==> src/rtl/regfile_bist_driver.sv <==
// regfile_bist_driver
//   Built-in self-test sequencer for the register file. It takes over the
//   processor test wrapper (test = 1) and runs a two-pass march: pass 0
//   writes raw(i) = PATTERN + i*STRIDE to every register and reads it back.
//   Pass 1 does the same with ~raw(i). Reads use both ports at once, with
//   port A walking upward and port B walking downward. The first mismatch
//   ends the run and records the register number and the value observed.
//
// Ports
//   clock, reset           : system clock, asynchronous active-high reset
//   start                  : begin a run (sampled only in IDLE / DONE)
//   test                   : wrapper test-mux select, high while running
//   t_ctrl_writeEnable     : regfile write enable
//   t_ctrl_writeReg        : regfile write address
//   t_ctrl_readRegA/B      : read addresses for ports A and B
//   t_data_writeReg        : regfile write data
//   t_data_readRegA/B      : read data returned READ_LAT cycles after address
//   busy / done / pass     : run status; pass is valid while done is high
//   fail_reg / fail_data   : first failing register and the value it returned

module regfile_bist_driver #(
  parameter logic [31:0] PATTERN  = 32'hA5A5_0000,
  parameter logic [31:0] STRIDE   = 32'h0001_0001,
  parameter int          READ_LAT = 1,
  parameter bit          R0_ZERO  = 1'b1
) (
  input  logic        clock,
  input  logic        reset,
  input  logic        start,
  output logic        test,
  output logic        t_ctrl_writeEnable,
  output logic [4:0]  t_ctrl_writeReg,
  output logic [4:0]  t_ctrl_readRegA,
  output logic [4:0]  t_ctrl_readRegB,
  output logic [31:0] t_data_writeReg,
  input  logic [31:0] t_data_readRegA,
  input  logic [31:0] t_data_readRegB,
  output logic        busy,
  output logic        done,
  output logic        pass,
  output logic [4:0]  fail_reg,
  output logic [31:0] fail_data
);

  typedef enum logic [2:0] {IDLE, WRITE, READ, DRAIN, DONE} state_t;

  localparam int LAST = READ_LAT - 1;

  state_t                     state_q, state_d;
  logic                       pass_idx_q, pass_idx_d;
  logic [4:0]                 idx_q, idx_d;
  logic                       pass_q, pass_d;
  logic [4:0]                 fail_reg_q, fail_reg_d;
  logic [31:0]                fail_data_q, fail_data_d;
  logic [READ_LAT-1:0]        pipe_vld_q, pipe_vld_d;
  logic [READ_LAT-1:0][4:0]   pipe_k_q, pipe_k_d;

  logic        cmp_vld;
  logic [4:0]  cmp_k_a;
  logic [4:0]  cmp_k_b;
  logic        mis_a;
  logic        mis_b;

  // Data written to register r in the given pass (inv = 1 for pass 1).
  function automatic logic [31:0] data_for(input logic [4:0] r, input logic inv);
    logic [31:0] raw;
    raw = PATTERN + STRIDE * {27'd0, r};
    return inv ? ~raw : raw;
  endfunction

  // Value the register should read back; r0 may be hardwired to zero.
  function automatic logic [31:0] expect_for(input logic [4:0] r, input logic inv);
    if (R0_ZERO && (r == 5'd0)) begin
      return 32'd0;
    end
    return data_for(r, inv);
  endfunction

  // The oldest pipeline stage lines up with the data currently on the ports.
  assign cmp_vld = pipe_vld_q[LAST] && ((state_q == READ) || (state_q == DRAIN));
  assign cmp_k_a = pipe_k_q[LAST];
  assign cmp_k_b = 5'd31 - pipe_k_q[LAST];
  assign mis_a   = cmp_vld && (t_data_readRegA != expect_for(cmp_k_a, pass_idx_q));
  assign mis_b   = cmp_vld && (t_data_readRegB != expect_for(cmp_k_b, pass_idx_q));

  // Next-state logic. idx counts write index, read index, or drain cycles
  // depending on the state. A mismatch discards the pipeline and ends the run.
  always_comb begin
    state_d     = state_q;
    pass_idx_d  = pass_idx_q;
    idx_d       = idx_q;
    pass_d      = pass_q;
    fail_reg_d  = fail_reg_q;
    fail_data_d = fail_data_q;
    pipe_vld_d  = '0;
    pipe_k_d    = '0;

    pipe_vld_d[0] = (state_q == READ);
    pipe_k_d[0]   = idx_q;
    for (int s = 1; s < READ_LAT; s++) begin
      pipe_vld_d[s] = pipe_vld_q[s-1];
      pipe_k_d[s]   = pipe_k_q[s-1];
    end

    unique case (state_q)
      IDLE, DONE: begin
        if (start) begin
          state_d     = WRITE;
          pass_idx_d  = 1'b0;
          idx_d       = 5'd0;
          pass_d      = 1'b0;
          fail_reg_d  = 5'd0;
          fail_data_d = 32'd0;
        end
      end
      WRITE: begin
        idx_d = idx_q + 5'd1;
        if (idx_q == 5'd31) begin
          state_d = READ;
          idx_d   = 5'd0;
        end
      end
      READ: begin
        idx_d = idx_q + 5'd1;
        if (idx_q == 5'd31) begin
          state_d = DRAIN;
          idx_d   = 5'd0;
        end
      end
      DRAIN: begin
        idx_d = idx_q + 5'd1;
        if (idx_q == 5'(LAST)) begin
          idx_d = 5'd0;
          if (pass_idx_q == 1'b0) begin
            state_d    = WRITE;
            pass_idx_d = 1'b1;
          end else begin
            state_d = DONE;
            pass_d  = 1'b1;
          end
        end
      end
      default: state_d = IDLE;
    endcase

    // Port A takes priority when both ports miscompare in the same cycle.
    if (mis_a || mis_b) begin
      state_d     = DONE;
      pass_d      = 1'b0;
      idx_d       = 5'd0;
      pipe_vld_d  = '0;
      fail_reg_d  = mis_a ? cmp_k_a : cmp_k_b;
      fail_data_d = mis_a ? t_data_readRegA : t_data_readRegB;
    end
  end

  always_ff @(posedge clock or posedge reset) begin
    if (reset) begin
      state_q     <= IDLE;
      pass_idx_q  <= 1'b0;
      idx_q       <= 5'd0;
      pass_q      <= 1'b0;
      fail_reg_q  <= 5'd0;
      fail_data_q <= 32'd0;
      pipe_vld_q  <= '0;
      pipe_k_q    <= '0;
    end else begin
      state_q     <= state_d;
      pass_idx_q  <= pass_idx_d;
      idx_q       <= idx_d;
      pass_q      <= pass_d;
      fail_reg_q  <= fail_reg_d;
      fail_data_q <= fail_data_d;
      pipe_vld_q  <= pipe_vld_d;
      pipe_k_q    <= pipe_k_d;
    end
  end

  assign busy               = (state_q == WRITE) || (state_q == READ) || (state_q == DRAIN);
  assign test               = busy;
  assign done               = (state_q == DONE);
  assign pass               = pass_q;
  assign fail_reg           = fail_reg_q;
  assign fail_data          = fail_data_q;
  assign t_ctrl_writeEnable = (state_q == WRITE);
  assign t_ctrl_writeReg    = (state_q == WRITE) ? idx_q : 5'd0;
  assign t_data_writeReg    = (state_q == WRITE) ? data_for(idx_q, pass_idx_q) : 32'd0;
  assign t_ctrl_readRegA    = (state_q == READ) ? idx_q : 5'd0;
  assign t_ctrl_readRegB    = (state_q == READ) ? (5'd31 - idx_q) : 5'd0;

endmodule

==> config.mk <==
export PLATFORM = sky130hd
export DESIGN_NAME = regfile_bist_driver
export DESIGN_NICKNAME = d
export VERILOG_FILES = /design/src/rtl/regfile_bist_driver.sv
export SDC_FILE = /design/constraint.sdc
export NUM_CORES = 1
export LEC_CHECK = 0
export ABC_AREA = 0
export CELL_PAD_IN_SITES_DETAIL_PLACEMENT = 1
export CELL_PAD_IN_SITES_GLOBAL_PLACEMENT = 1
export CORE_MARGIN = 2
export CORE_UTILIZATION = 34
export DETAILED_ROUTE_END_ITERATION = 8
export HOLD_SLACK_MARGIN = 0.08
export PLACE_DENSITY = 0.78
export RECOVER_POWER = 25
export SLEW_MARGIN = 20
export SYNTH_ARGS = -nofsm -noshare
export SYNTH_HDL_FRONTEND = slang
export SYNTH_SLANG_ARGS = --single-unit
==> constraint.sdc <==
create_clock -name clock -period 5.4 [get_ports clock]
set_input_delay 1.08 -clock clock [delete_from_list [all_inputs] [get_ports clock]]
set_output_delay 1.08 -clock clock [all_outputs]
set_load 0.02 [all_outputs]
==> metrics.txt <==
# TYPE chip_impl_metric gauge
chip_impl_metric{name="design.core.area",unit="µm²"} 13700
chip_impl_metric{name="cts_setup_buffers",unit=""} 0
chip_impl_metric{name="power_density",unit="nW/µm²"} 532
chip_impl_metric{name="vias_per_cell",unit=""} 5.86
chip_impl_metric{name="worst_slew_pin_slew",unit="ns"} 3.02
chip_impl_metric{name="yosys_register_bits",unit=""} 53
chip_impl_metric{name="clock_insertion_delay_worst_skew",unit="ns"} 0.30
chip_impl_info{name="synth.top_cells.by_area",value="sky130_fd_sc_hd__dfrtp_1 28%, sky130_fd_sc_hd__o2bb2ai_1 5.9%, sky130_fd_sc_hd__a22oi_1 5.6%, sky130_fd_sc_hd__ha_1 4.2%, sky130_fd_sc_hd__nor2_1 4.1%"} 1
chip_impl_metric{name="dp_hpwl",unit="µm"} 12900
chip_impl_metric{name="ys_types",unit=""} 69
chip_impl_metric{name="largest_net_degree_at_the_start_of_global_routing",unit=""} 54
chip_impl_metric{name="clkTransAtPathRegs",unit="ns"} 0.08
chip_impl_info{name="run_status",value="complete, but fails checks"} 1
chip_impl_metric{name="drt_drc_violations_left",unit=""} 0
chip_impl_info{name="tritoncts",value="built"} 1
chip_impl_metric{name="largest_register_ffs",unit=""} 32
chip_impl_info{name="dominant_cell_by_count_in_the_synthesized_netlist",value="sky130_fd_sc_hd__dfrtp_1"} 1
chip_impl_metric{name="dieHeight",unit="µm"} 122
chip_impl_metric{name="globalplace.congestion",unit=""} 0.918
chip_impl_metric{name="maxCapViolations",unit=""} 1
chip_impl_metric{name="maxClockFrequency",unit="MHz"} 212
chip_impl_info{name="crit_path_end_kind",value="flop"} 1
chip_impl_metric{name="fin_worst_skew",unit="ns"} 0.00889
chip_impl_metric{name="yosysWarnings",unit=""} 0
chip_impl_metric{name="rrSetupSlack",unit="ns"} 0.69
chip_impl_info{name="violations",value="capacitance limit, slew limit"} 1
chip_impl_metric{name="tritoncts_num_sinks",unit=""} 53
chip_impl_metric{name="number_of_antenna_violations_at_the_first_check_in_global_routing",unit=""} 0
chip_impl_metric{name="placedInstanceArea",unit="µm²"} 6190
chip_impl_metric{name="postLayoutCellArea",unit="µm²"} 6360
chip_impl_metric{name="synth_async_sr_flop_share",unit="%"} 100
chip_impl_info{name="worst_r2r_endpoint",value="fail_data[24]"} 1
chip_impl_metric{name="routed-via-count",unit=""} 4872
chip_impl_metric{name="worst_ep_required_time",unit="ns"} 5.61
chip_impl_metric{name="synthesis.nets",unit=""} 630
chip_impl_metric{name="nNetsFinal",unit=""} 737
chip_impl_info{name="rsz0062_at_grt",value="no"} 1
chip_impl_metric{name="design.portCount",unit=""} 156
chip_impl_metric{name="global_route.usage.total",unit="%"} 23.0
chip_impl_metric{name="worstPathMaxFanout",unit=""} 26
chip_impl_info{name="cts_root_buf",value="sky130_fd_sc_hd__clkbuf_16"} 1
chip_impl_info{name="synthFlopType",value="sky130_fd_sc_hd__dfrtp_1"} 1
chip_impl_metric{name="final_layout_size_suffix_gt1_share",unit="%"} 5.37
chip_impl_metric{name="cts_resized",unit=""} 0
chip_impl_metric{name="ir_drop",unit="mV"} 0.248
chip_impl_metric{name="totalNegativeSetupSlack",unit="ns"} 0
chip_impl_metric{name="cts-root-to-sink-buffers",unit=""} 2
chip_impl_metric{name="crit_arrival",unit="ns"} 4.92
chip_impl_metric{name="leakagePower",unit="nW"} 2.51
chip_impl_info{name="synthDominantAreaCellType",value="sky130_fd_sc_hd__dfrtp_1"} 1
chip_impl_info{name="rr_startpoint",value="cmp_k_a[2]"} 1
chip_impl_metric{name="synth_enable_flop_cells",unit=""} 0
chip_impl_metric{name="synth_top_cell_area_share",unit="%"} 28.1
chip_impl_info{name="min_path_type",value="flop to flop"} 1
chip_impl_info{name="synth.cells.most_frequent",value="53 x sky130_fd_sc_hd__dfrtp_1, 52 x sky130_fd_sc_hd__nor2_1, 35 x sky130_fd_sc_hd__a22oi_1"} 1
chip_impl_metric{name="fp.dieArea",unit="µm²"} 14900
chip_impl_metric{name="drt-total-wl",unit="µm"} 17300
chip_impl_metric{name="setup_viol",unit=""} 0
chip_impl_metric{name="area_delta_synth_final",unit="%"} 34.6
chip_impl_metric{name="period_share",unit="%"} 87.3
chip_impl_metric{name="maxSlewViolCount",unit=""} 54
chip_impl_metric{name="final-hold-violation-count",unit=""} 0
chip_impl_metric{name="pre_cts_slack",unit="ns"} 0.796
chip_impl_metric{name="drt.antenna.violating_nets",unit=""} 0
chip_impl_metric{name="grt_pass1_vias",unit=""} 5089
chip_impl_info{name="setup.worst_path.start_class",value="flop"} 1
chip_impl_info{name="hold_start",value="fail_data[31]"} 1
chip_impl_metric{name="detailed_router_iteration_count_before_antenna_repair",unit=""} 5
chip_impl_metric{name="ctsHoldBuffers",unit=""} 0
chip_impl_metric{name="fin_total_pwr",unit="mW"} 3.39
chip_impl_metric{name="grt_pass1_wl",unit="µm"} 27000
chip_impl_metric{name="finish.utilization",unit="%"} 46.4
chip_impl_metric{name="cts_buffers",unit=""} 5
chip_impl_metric{name="hold_path_depth",unit=""} 1
chip_impl_metric{name="row_count",unit=""} 43
chip_impl_metric{name="max_slew_margin",unit="%"} -102
chip_impl_metric{name="fin_crit",unit="ns"} 4.71
chip_impl_metric{name="first_iter_violations",unit=""} 387
chip_impl_info{name="timing.hold.worst_endpoint",value="fail_data[31]"} 1
chip_impl_metric{name="wl_per_cell",unit="µm"} 20.7
chip_impl_metric{name="syn-instance-count",unit=""} 544
chip_impl_metric{name="start_util",unit="%"} 34.4
chip_impl_metric{name="htreeDepth",unit=""} 2
chip_impl_metric{name="port_buffers",unit=""} 155
chip_impl_metric{name="die_w",unit="µm"} 122
chip_impl_metric{name="ys_seq_area_share",unit="%"} 28.1
chip_impl_metric{name="timing.final.ws_setup",unit="ns"} 0.686
chip_impl_metric{name="reg2reg_depth",unit=""} 13
chip_impl_metric{name="syn-cell-area",unit="µm²"} 4720
chip_impl_metric{name="syn_area_per_cell",unit="µm²"} 8.68
chip_impl_metric{name="insertedDiodeCount",unit=""} 0
chip_impl_metric{name="gr-total-overflow",unit=""} 0
chip_impl_info{name="critical_path_class",value="flop to flop"} 1
cells in the final DEF (no fill, tap or decap), drive strengths merged, types with 11 or more instances in the layout:
cell type / n
nand2: 23
nand2b: 13
dfrtp: 53
nand4: 11
o2bb2ai: 32
clkdlybuf4s50: 154
nor2: 52
a21oi: 14
a22oi: 35
mux2i: 13
nor4: 12
o21ai: 19
inv: 22
nand3b: 11
xnor2: 21
ha: 16
nand3: 21
cell type report:
cell class                      instances  area (µm²)
Timing Repair Buffer                  160        1590
Sequential cell                        53        1330
Clock buffer                            5         125
Inverter                               21        78.8
Tap cell                              180         225
Fill cell                            1602        7360
Clock inverter                          3        47.5
Multi-Input combinational cell        410        2970
critical path: stages, from the launching register on:
cell	delay [ns]
sky130_fd_sc_hd__dfrtp_1	0.66
sky130_fd_sc_hd__inv_1	0.23
sky130_fd_sc_hd__ha_1	0.69
sky130_fd_sc_hd__nand2_1	0.16
sky130_fd_sc_hd__fa_1	0.49
sky130_fd_sc_hd__or4b_1	0.49
sky130_fd_sc_hd__a21oi_1	0.17
sky130_fd_sc_hd__nor3_1	0.06
sky130_fd_sc_hd__o21ai_0	0.21
sky130_fd_sc_hd__nand4_2	0.31
sky130_fd_sc_hd__a21oi_4	0.44
sky130_fd_sc_hd__buf_4	0.39
sky130_fd_sc_hd__a22oi_1	0.12
sky130_fd_sc_hd__o2bb2ai_1	0.18
worst max path at each step:
stage / cells after the start / slack (ns) / to / from
6_report: 13 / 0.69 / fail_data[24] / cmp_k_a[2]
5_1_grt: 13 / 0.33 / fail_data[17] / cmp_k_a[2]
4_1_cts: 13 / 0.71 / fail_data[24] / cmp_k_a[2]
3_5_place_dp: 13 / 0.80 / fail_data[18] / cmp_k_a[2]
3_3_place_gp: 13 / 0.94 / fail_data[13] / cmp_k_a[2]
2_1_floorplan: 16 / 1.35 / idx_q[2] / cmp_k_a[2]
report_power, final:
part	internal (mW)	switching (mW)	leakage (nW)
Combinational	1.00	1.23	1.71
Clock	0.223	0.167	0.0848
Sequential	0.531	0.231	0.710
Total	1.75	1.63	2.51
metal layers:
metal / vias up / wire, µm / track usage, %
met5: - / 0 / 0
met4: 0 / 245 / 5.24
met3: 23 / 999 / 4.40
met2: 157 / 8260 / 37.2
met1: 2479 / 7750 / 31.9
li1: 2213 / - / -
cells by family after synthesis:
logic type,count (synthesis),synth area share [%]
xor+xnor,28,5.19
flops,53,28.1
compound gates,150,24.7
fa+ha+maj,19,5.51
simple gates,197,23.7
buf+inv,81,9.09
mux,16,3.71
per-stage QoR:
stage	instances	hold WS, ns
floorplan	544	0.456
global placement	824	0.471
detailed placement	824	0.476
CTS	832	0.499
global route	832	0.516
finish	832	0.500
(Power assumes the default switching activity.)
==> RTL edit, RTL diff (same settings) <==
`READ_LAT`: 1 -> 2.
--- a/src/rtl/regfile_bist_driver.sv
+++ b/src/rtl/regfile_bist_driver.sv
@@ -21,7 +21,7 @@
 module regfile_bist_driver #(
   parameter logic [31:0] PATTERN  = 32'hA5A5_0000,
   parameter logic [31:0] STRIDE   = 32'h0001_0001,
-  parameter int          READ_LAT = 1,
+  parameter int          READ_LAT = 2,
   parameter bit          R0_ZERO  = 1'b1
 ) (
   input  logic        clock,
Check against the original RTL: no difference found for any inputs over 10 cycles, from zero or initial values and one cycle with reset high; that may be too few to reach the edited logic, so the function may still have changed.
==> RTL edit against the original RTL <==
- the flow still finishes with violations (max-capacitance violations, max-slew violations)
- combinational power fell by 12%
- clock power rose by 71%
- cell area rose by 2.6%
- power rose by 0.27%
- wire length fell by 6.4%
- clock skew fell by 0.0034 ns
- synthesized area rose by 0.66%
- setup slack improved by 0.12 ns
- sequential cell count rose by 6
- synthesized cell count fell by 2.6%
- die area rose by 0.64%
- critical endpoint is now fail_data[14]
- highest routed layer unchanged
==> RTL edit: results (changes against the original RTL) <==
qor: run_status.outcome finished, violations left
qor: run_status.failed_checks max-capacitance violations, max-slew violations
qor: worst_setup_path.regToRegSetupSlack 0.81 ns [+0.12 ns]
qor: global_routing.global_route.usage.met2 0.378 [+0.00557]
qor: synthesis.post_synth_mux_area_share 0.0316 [-0.00551]
qor: layout.drive_above_1_share 0.0446 [-0.00907]
qor: worst_setup_path.worstRegToRegCells 12 [-1]
qor: placement.placedCellCount 814 [-1.2%]
qor: global_routing.grt_met3_use 0.0516 [+0.00757]
qor: worst_setup_path.critPathTopFamily simple AND/OR/NAND/NOR gates
qor: sta.final_max_slew_viol_count 60 [+11%]
qor: synthesis.syn_area_per_cell 8.97 um^2 [+3.3%]
qor: placement.cell_area_placed 0.00618 mm^2 [about the same]
qor: power.combinational_logic_power 1.96 mW [-12%]
qor: global_routing.grt_util_all_layers 0.221 [-0.00897]
qor: routing.dr_wl_met3 1250 um [+25%]
qor: worst_setup_path.critical_path.slowest_cell sky130_fd_sc_hd__or4_4
qor: worst_hold_path.worst_hold_startpoint pipe_k_d[7]
qor: worst_setup_path.critPathMaxFanout 21 [-19%]
qor: routing.drt_iter0_drc 193 [-50%]
qor: placement.pre_cts_slack 0.899 ns [+0.103 ns]
qor: layout.nNetsFinal 731 [-0.81%]
qor: routing.drt_pre_antenna_iters 4 [-1]
qor: routing.totalWireLength 16,200 um [-6.4%]
qor: worst_hold_path.hold_path_end cmp_k_a[2]
qor: flow_run.max-cap-violations 1 [unchanged]
RTL edit: changes by cell type in the layout (fill, tap and decap cells not counted), moves of 7 or more:
| cell | delta |
|---|---|
| sky130_fd_sc_hd__nand3_1 | -12 |
| sky130_fd_sc_hd__a21o_1 | +32 |
| sky130_fd_sc_hd__a22oi_1 | -31 |
| sky130_fd_sc_hd__nor2_1 | +7 |
| sky130_fd_sc_hd__a22o_1 | +29 |
| sky130_fd_sc_hd__a21oi_1 | +7 |
| sky130_fd_sc_hd__o21ai_0 | -7 |
| sky130_fd_sc_hd__o2bb2ai_1 | -32 |
RTL edit: layout make-up:
class	count	area, um^2
repair buffers	158	1570
fillers	1600	7250
clock buffers	11	243
flip-flops and latches	59	1480
inverters	19	71.3
well taps	180	225
clock inverters	5	100
multi-input cells	398	2840
RTL edit: per-stage QoR:
step	hold slack (ns)	total power [mW]
after floorplan	0.331	2.05
after global routing	0.355	3.62
final	0.346	3.40
after CTS	0.349	3.42
after global placement	0.333	2.66
after detailed placement	0.337	2.73
